$ cat config.mk
export PLATFORM = sky130hd
export DESIGN_NAME = game_sequencer
export DESIGN_NICKNAME = d
export VERILOG_FILES = /design/src/rtl/game_sequencer.sv
export SDC_FILE = /design/constraint.sdc
export NUM_CORES = 1
export LEC_CHECK = 0
export ABC_AREA = 1
export ABC_CLOCK_PERIOD_IN_PS = 1800
export CORE_MARGIN = 4
export CORE_UTILIZATION = 49
export CTS_BUF_LIST = sky130_fd_sc_hd__clkbuf_8
export CTS_CLUSTER_DIAMETER = 60
export DETAILED_ROUTE_END_ITERATION = 7
export PLACE_DENSITY = 0.68
export SYNTH_ARGS = -nofsm -noshare
export SYNTH_HDL_FRONTEND = slang
export SYNTH_SLANG_ARGS = --single-unit
$ cat constraint.sdc
create_clock -name clk -period 1.8 [get_ports clk]
set_clock_uncertainty 0.05 [all_clocks]
set_input_delay 0.36 -clock clk [delete_from_list [all_inputs] [get_ports clk]]
set_output_delay 0.36 -clock clk [all_outputs]
set_load 0.05 [all_outputs]
$ cat src/rtl/game_sequencer.sv
// game_sequencer: top-level controller for the falling-bar dodge game.
// It drives the bar/score datapath with registered single-cycle strobes:
// start countdown, paced bar stepping, bar reload with a fresh hole,
// hit/miss judging, lives, difficulty ramp and game over.
// Optional build macro: GAME_PAUSE_EN adds a pause input and a PAUSED state.
module game_sequencer #(
    parameter int START_PERIOD     = 7,
    parameter int MIN_PERIOD       = 1,
    parameter int ROUNDS_PER_LEVEL = 3,
    parameter int LIVES_INIT       = 3,
    parameter int HOLE_MAX         = 13,
    parameter int COUNTDOWN_TICKS  = 3,
    parameter int FLASH_TICKS      = 4
) (
    input  logic       clk,
    input  logic       clr_n,
    input  logic       tick,
    input  logic       start,
`ifdef GAME_PAUSE_EN
    input  logic       pause,
`endif
    input  logic       bar_at_player,
    input  logic       player_in_hole,
    input  logic       bar_offscreen,
    output logic       bar_step,
    output logic       bar_reload,
    output logic [3:0] hole_sel,
    output logic [1:0] lives,
    output logic [2:0] level,
    output logic       score_en,
    output logic       flash,
    output logic       game_over
);

    localparam int PW = $clog2(START_PERIOD + 1);
    localparam int RW = $clog2(ROUNDS_PER_LEVEL + 1);
    localparam int CW = $clog2(COUNTDOWN_TICKS + 1);
    localparam int FW = $clog2(FLASH_TICKS + 1);

    localparam logic [PW-1:0] START_P  = PW'(START_PERIOD);
    localparam logic [PW-1:0] MIN_P    = PW'(MIN_PERIOD);
    localparam logic [RW-1:0] ROUNDS_L = RW'(ROUNDS_PER_LEVEL);
    localparam logic [CW-1:0] CD_LAST  = CW'(COUNTDOWN_TICKS - 1);
    localparam logic [FW-1:0] FL_LAST  = FW'(FLASH_TICKS - 1);
    localparam logic [1:0]    LIVES_0  = 2'(LIVES_INIT);
    localparam logic [3:0]    HOLE_M   = 4'(HOLE_MAX);
    localparam logic [3:0]    HOLE_SUB = 4'(HOLE_MAX + 1);

    localparam logic [2:0] S_IDLE      = 3'd0;
    localparam logic [2:0] S_COUNTDOWN = 3'd1;
    localparam logic [2:0] S_PLAY      = 3'd2;
    localparam logic [2:0] S_FLASH     = 3'd3;
    localparam logic [2:0] S_OVER      = 3'd4;
`ifdef GAME_PAUSE_EN
    localparam logic [2:0] S_PAUSED    = 3'd5;
`endif

    // Fold the 4-bit LFSR slice into the legal hole range 0..HOLE_MAX.
    function automatic logic [3:0] map_hole(input logic [3:0] v);
        if (v <= HOLE_M) begin
            map_hole = v;
        end else begin
            map_hole = v - HOLE_SUB;
        end
    endfunction

    // Fibonacci feedback for taps 8,6,5,4 (bit indices 7,5,4,3).
    function automatic logic lfsr_fb(input logic [7:0] s);
        lfsr_fb = s[7] ^ s[5] ^ s[4] ^ s[3];
    endfunction

    logic [2:0]    state_q, state_d;
    logic [PW-1:0] period_q, period_d, div_q, div_d;
    logic [RW-1:0] rounds_q, rounds_d, rounds_nx;
    logic [CW-1:0] cd_q, cd_d;
    logic [FW-1:0] fl_q, fl_d;
    logic [7:0]    lfsr_q, lfsr_d;
    logic          start_prev_q;
    logic          start_rise;
    logic [1:0]    lives_q, lives_d, lives_nx;
    logic [2:0]    level_q, level_d;
    logic [3:0]    hole_q, hole_d, cand;
    logic          bar_step_q, bar_step_d, bar_reload_q, bar_reload_d;
    logic          score_en_q, score_en_d, flash_q, flash_d, game_over_q, game_over_d;
`ifdef GAME_PAUSE_EN
    logic          pause_prev_q;
    logic          pause_rise;
    logic [2:0]    saved_q, saved_d;
    assign pause_rise = pause & ~pause_prev_q;
`endif

    assign start_rise = start & ~start_prev_q;
    assign cand       = map_hole(lfsr_q[3:0]);

    // Next-state, counter and strobe computation for the whole sequencer.
    always_comb begin
        state_d      = state_q;
        period_d     = period_q;
        div_d        = div_q;
        rounds_d     = rounds_q;
        rounds_nx    = rounds_q + RW'(1);
        cd_d         = cd_q;
        fl_d         = fl_q;
        lives_d      = lives_q;
        lives_nx     = (lives_q == 2'd0) ? 2'd0 : lives_q - 2'd1;
        level_d      = level_q;
        hole_d       = hole_q;
        bar_step_d   = 1'b0;
        bar_reload_d = 1'b0;
        lfsr_d       = {lfsr_q[6:0], lfsr_fb(lfsr_q)};
`ifdef GAME_PAUSE_EN
        saved_d      = saved_q;
`endif
        case (state_q)
            S_IDLE: begin
                if (start_rise) begin
                    state_d = S_COUNTDOWN;
                    cd_d    = '0;
                end else begin
                    cd_d    = cd_q;
                end
            end
            S_COUNTDOWN: begin
                if (tick && (cd_q == CD_LAST)) begin
                    hole_d       = cand;
                    bar_reload_d = 1'b1;
                    state_d      = S_PLAY;
                    div_d        = '0;
                    cd_d         = '0;
                end else if (tick) begin
                    cd_d = cd_q + CW'(1);
                end else begin
                    cd_d = cd_q;
                end
            end
            S_PLAY: begin
`ifdef GAME_PAUSE_EN
                if (pause_rise) begin
                    saved_d = S_PLAY;
                    state_d = S_PAUSED;
                end else begin
`endif
                // A step completing together with a judge still goes out.
                if (tick && (div_q == period_q - PW'(1))) begin
                    bar_step_d = 1'b1;
                    div_d      = '0;
                end else if (tick) begin
                    div_d = div_q + PW'(1);
                end else begin
                    div_d = div_q;
                end
                if (bar_at_player) begin
                    if (rounds_nx == ROUNDS_L) begin
                        rounds_d = '0;
                        if (period_q > MIN_P) begin
                            period_d = period_q - PW'(1);
                            level_d  = (level_q == 3'd7) ? level_q : level_q + 3'd1;
                        end else begin
                            period_d = period_q;
                        end
                    end else begin
                        rounds_d = rounds_nx;
                    end
                    if (!player_in_hole) begin
                        lives_d = lives_nx;
                        if (lives_nx != 2'd0) begin
                            state_d = S_FLASH;
                            fl_d    = '0;
                        end else begin
                            state_d = S_OVER;
                        end
                    end else begin
                        lives_d = lives_q;
                    end
                end else begin
                    rounds_d = rounds_q;
                end
                // Losing the last life swallows a coincident reload.
                if (bar_offscreen && (state_d != S_OVER)) begin
                    hole_d       = cand;
                    bar_reload_d = 1'b1;
                end else begin
                    hole_d = hole_q;
                end
`ifdef GAME_PAUSE_EN
                end
`endif
            end
            S_FLASH: begin
`ifdef GAME_PAUSE_EN
                if (pause_rise) begin
                    saved_d = S_FLASH;
                    state_d = S_PAUSED;
                end else begin
`endif
                if (tick && (fl_q == FL_LAST)) begin
                    state_d = S_PLAY;
                    fl_d    = '0;
                end else if (tick) begin
                    fl_d = fl_q + FW'(1);
                end else begin
                    fl_d = fl_q;
                end
                if (bar_offscreen) begin
                    hole_d       = cand;
                    bar_reload_d = 1'b1;
                end else begin
                    hole_d = hole_q;
                end
`ifdef GAME_PAUSE_EN
                end
`endif
            end
            S_OVER: begin
                if (start_rise) begin
                    lives_d  = LIVES_0;
                    level_d  = 3'd0;
                    period_d = START_P;
                    div_d    = '0;
                    rounds_d = '0;
                    cd_d     = '0;
                    fl_d     = '0;
                    state_d  = S_COUNTDOWN;
                end else begin
                    state_d = S_OVER;
                end
            end
`ifdef GAME_PAUSE_EN
            S_PAUSED: begin
                if (pause_rise) begin
                    state_d = saved_q;
                end else begin
                    state_d = S_PAUSED;
                end
            end
`endif
            default: begin
                state_d = S_IDLE;
            end
        endcase
        score_en_d  = (state_d == S_PLAY) || (state_d == S_FLASH);
        flash_d     = (state_d == S_FLASH);
        game_over_d = (state_d == S_OVER);
    end

    // State, counters and registered outputs with asynchronous clear.
    always_ff @(posedge clk or negedge clr_n) begin
        if (!clr_n) begin
            state_q      <= S_IDLE;
            period_q     <= START_P;
            div_q        <= '0;
            rounds_q     <= '0;
            cd_q         <= '0;
            fl_q         <= '0;
            lfsr_q       <= 8'hA5;
            start_prev_q <= 1'b0;
            lives_q      <= LIVES_0;
            level_q      <= 3'd0;
            hole_q       <= 4'd0;
            bar_step_q   <= 1'b0;
            bar_reload_q <= 1'b0;
            score_en_q   <= 1'b0;
            flash_q      <= 1'b0;
            game_over_q  <= 1'b0;
`ifdef GAME_PAUSE_EN
            pause_prev_q <= 1'b0;
            saved_q      <= S_IDLE;
`endif
        end else begin
            state_q      <= state_d;
            period_q     <= period_d;
            div_q        <= div_d;
            rounds_q     <= rounds_d;
            cd_q         <= cd_d;
            fl_q         <= fl_d;
            lfsr_q       <= lfsr_d;
            start_prev_q <= start;
            lives_q      <= lives_d;
            level_q      <= level_d;
            hole_q       <= hole_d;
            bar_step_q   <= bar_step_d;
            bar_reload_q <= bar_reload_d;
            score_en_q   <= score_en_d;
            flash_q      <= flash_d;
            game_over_q  <= game_over_d;
`ifdef GAME_PAUSE_EN
            pause_prev_q <= pause;
            saved_q      <= saved_d;
`endif
        end
    end

    assign bar_step   = bar_step_q;
    assign bar_reload = bar_reload_q;
    assign hole_sel   = hole_q;
    assign lives      = lives_q;
    assign level      = level_q;
    assign score_en   = score_en_q;
    assign flash      = flash_q;
    assign game_over  = game_over_q;

endmodule

==> reports/summary.txt <==
outcome: completed
initial antenna violation count: 0
first-pass iteration count of the detailed router: 4
# IOs: 21
Pins Over Slew Limit: 0
DRT antenna net count: 0
IO Port Bufs: 20
Fill cells: 340
Leak Pwr: 1.24 nW
1st-iter DRT viols: 42
WHS: 0.305 ns
ys flop type: dfrtp_1
area taken by flip-flops and latches: 987 µm²
H-Tree Depth: 2
Die Span X: 72.4 µm
Max Cap Violations: 0
Synth Area per Inst: 8.75 µm²
CP Max Fanout: 4
Synth top area share: 0.370
Hold Fails Final Rpt: 0
Critical Path AT: 1.71 ns
Setup Viol. Count Final: 0
PwrDens: 1480 mW/mm²
met3 routed WL: 152 µm
worst-margin pin slew: 0.473 ns
drt total wl: 3740 µm
n_diodes: 0
Critical Path RT: 1.93 ns
Syn Inst Count: 232
CP startpoint: period_q[1]$_DFFE_PN1P_
clock slew at reported path FFs: 0.07 ns
Setup CP Type: reg2reg
drt via density: 4.88
clock sinks: 39
Initial Util: 0.507
pin count of the biggest net entering global routing: 22
Worst-Skew Late Latency: 0.29 ns
CTS tree: built
period utilization: 0.881
total design power: 0.00359 W
reg2reg path depth: 9
RSZ-0062 raised after global routing: no
Rows: 23
Tmin final: 1.59 ns
top cells by count, synth: nand2_1 (61), dfrtp_1 (30), inv_1 (25)
relative slew slack: 0.685
core area: 0.00400 mm²
synth top area cells: dfrtp_1 (37%), dfstp_2 (12%), nand2_1 (11%)
Die H: 72.4 µm
Final Wtd Congestion: 0.862
first-pass GRT wire length: 6510 µm
clock buffer count from CTS: 5
EDFF count, synth: 0
post-CTS resize count: 0
element type at the critical path start: flip-flop
register bit total from synthesis: 39
most common cell in the netlist: nand2_1
Peak Freq: 631 MHz
grt total ovfl: 0
Post-Syn Nets: 246
Root Driver: clkbuf_8
Unique masters post-synth: 32
GRT Total Usage: 0.161
Setup TNS Final: 0 ns
clock tree buffer depth: 2
Via Count: 1,548
Crit Reg-Reg Endpoint: level[2]$_DFFE_PN0P_
fin util: 0.606
highest routed layer: met4
wire per inst: 11.8 µm
Area Growth Syn to Fin: 19.4%
HP Class: reg2reg
DP HPWL: 2880 µm
worst reg2reg startpoint: period_q[1]$_DFFE_PN1P_
layout net count: 280
cell area after synthesis: 0.00203 mm²
register area share after synthesis: 0.486
r2r setup slk: 0.21 ns
routed metal-1 wire length: 1930 µm
share of cells above drive strength 1: 0.251
async set-reset flop share out of synthesis: 1.00
wire length on met2: 1610 µm
CP Capture Point: level[2]$_DFFE_PN0P_
synth warn: 0
Critical Path End Type: flip-flop
post-synth top area cell: dfrtp_1
die area: 0.00524 mm²
drt drc: 0
Peak VDD IR: 1010 µV
vias in the first global route: 1,489
area of the multi-input gates: 911 µm²
power breakdown:
| part | leakage (nW) | internal, W | switching, W | total [W] |
|---|---|---|---|---|
| Combinational | 0.692 | 0.000593 | 0.00106 | 0.00165 |
| Sequential | 0.498 | 0.00112 | 0.000194 | 0.00132 |
| Clock | 0.0474 | 0.000312 | 0.000306 | 0.000618 |
| Total | 1.24 | 0.00203 | 0.00156 | 0.00359 |
area by class of cell:
class,count,share of cell area
inverters,29,0.0449
clock inverters,2,0.00671
clock buffers,6,0.0341
well taps,50,0.0258
flip-flops and latches,39,0.407
multi-input cells,162,0.376
repair buffers,29,0.105
registers in the layout, summed over array words and instances, names as in the netlist:
name          flops
flash             1
state_q           3
start_prev_q      1
bar_step          1
level             3
period_q          3
div_q             3
lfsr_q            8
cd_q              2
rounds_q          2
hole_sel          4
lives             2
fl_q              3
bar_reload        1
game_over         1
score_en          1
worst max-delay path, stage by stage (launching register included):
cell	delay, ns
dfstp_2	0.54
inv_1	0.06
ha_1	0.16
o21bai_1	0.17
nand2_1	0.07
nand2_1	0.05
nand2_1	0.13
nand3_2	0.11
nand2_1	0.08
nand2_1	0.05
through the flow:
step | std cells | cell area [µm²] | setup WS [ns]
3_5_place_dp | 308 | 2310 | 0.00939
3_3_place_gp | 308 | 2310 | 0.0479
4_1_cts | 317 | 2420 | 0.206
5_1_grt | 317 | 2420 | 0.0714
2_1_floorplan | 232 | 2030 | 0.228
6_report | 317 | 2420 | 0.214
layout by cell type, fill, tap and decap left out, types with 5 or more instances in the layout:
master,netlist,layout
o21ai_0,7,7
o21ai_1,7,7
ha_1,7,7
nand2_1,61,61
dfrtp_1,30,30
clkdlybuf4s50_1,0,5
clkbuf_8,0,6
buf_4,0,20
inv_1,25,25
dfstp_2,9,9
nand3_1,21,21
nand2_2,6,6
nor2_1,16,16
how the worst min path moves through the flow:
stage	startpoint	end	slack [ns]	depth (start not counted)
detailed placement	clr_n	div_q[2]$_DFFE_PN0P_	0.29	1
global route	lfsr_q[6]$_DFF_PN0_	lfsr_q[7]$_DFF_PN1_	0.32	0
global placement	clr_n	div_q[2]$_DFFE_PN0P_	0.29	1
floorplan	clr_n	bar_reload$_DFF_PN0_	0.01	0
CTS	lfsr_q[6]$_DFF_PN0_	lfsr_q[7]$_DFF_PN1_	0.31	0
finish	lfsr_q[6]$_DFF_PN0_	lfsr_q[7]$_DFF_PN1_	0.30	0
cells by family (layout without fill, tap and decap cells):
kind of cell	count (synthesis)	count (layout)	synth area share
AND/OR/NAND/NOR	125	125	0.305
flip-flops	39	39	0.486
buffers and inverters	31	66	0.0647
AO/OA/AOI/OAI	26	26	0.0832
adder cells (fa/ha/maj)	7	7	0.0432
XOR/XNOR	4	4	0.0173
per-layer routing:
| metal | track usage | vias to the layer above |
|---|---|---|
| met2 | 0.244 | 20 |
| li1 | - | 811 |
| met4 | 0.0647 | 0 |
| met1 | 0.218 | 712 |
| met3 | 0.0471 | 5 |
| met5 | 0 | - |
timing repair:
| action | CTS | global route |
|---|---|---|
| setup endpoints to repair | 0 | 0 |
| setup buffers | 0 | 0 |
| hold endpoints to repair | 11 | 0 |
| hold buffers | 1 | 0 |
(Power assumes the default switching activity.)
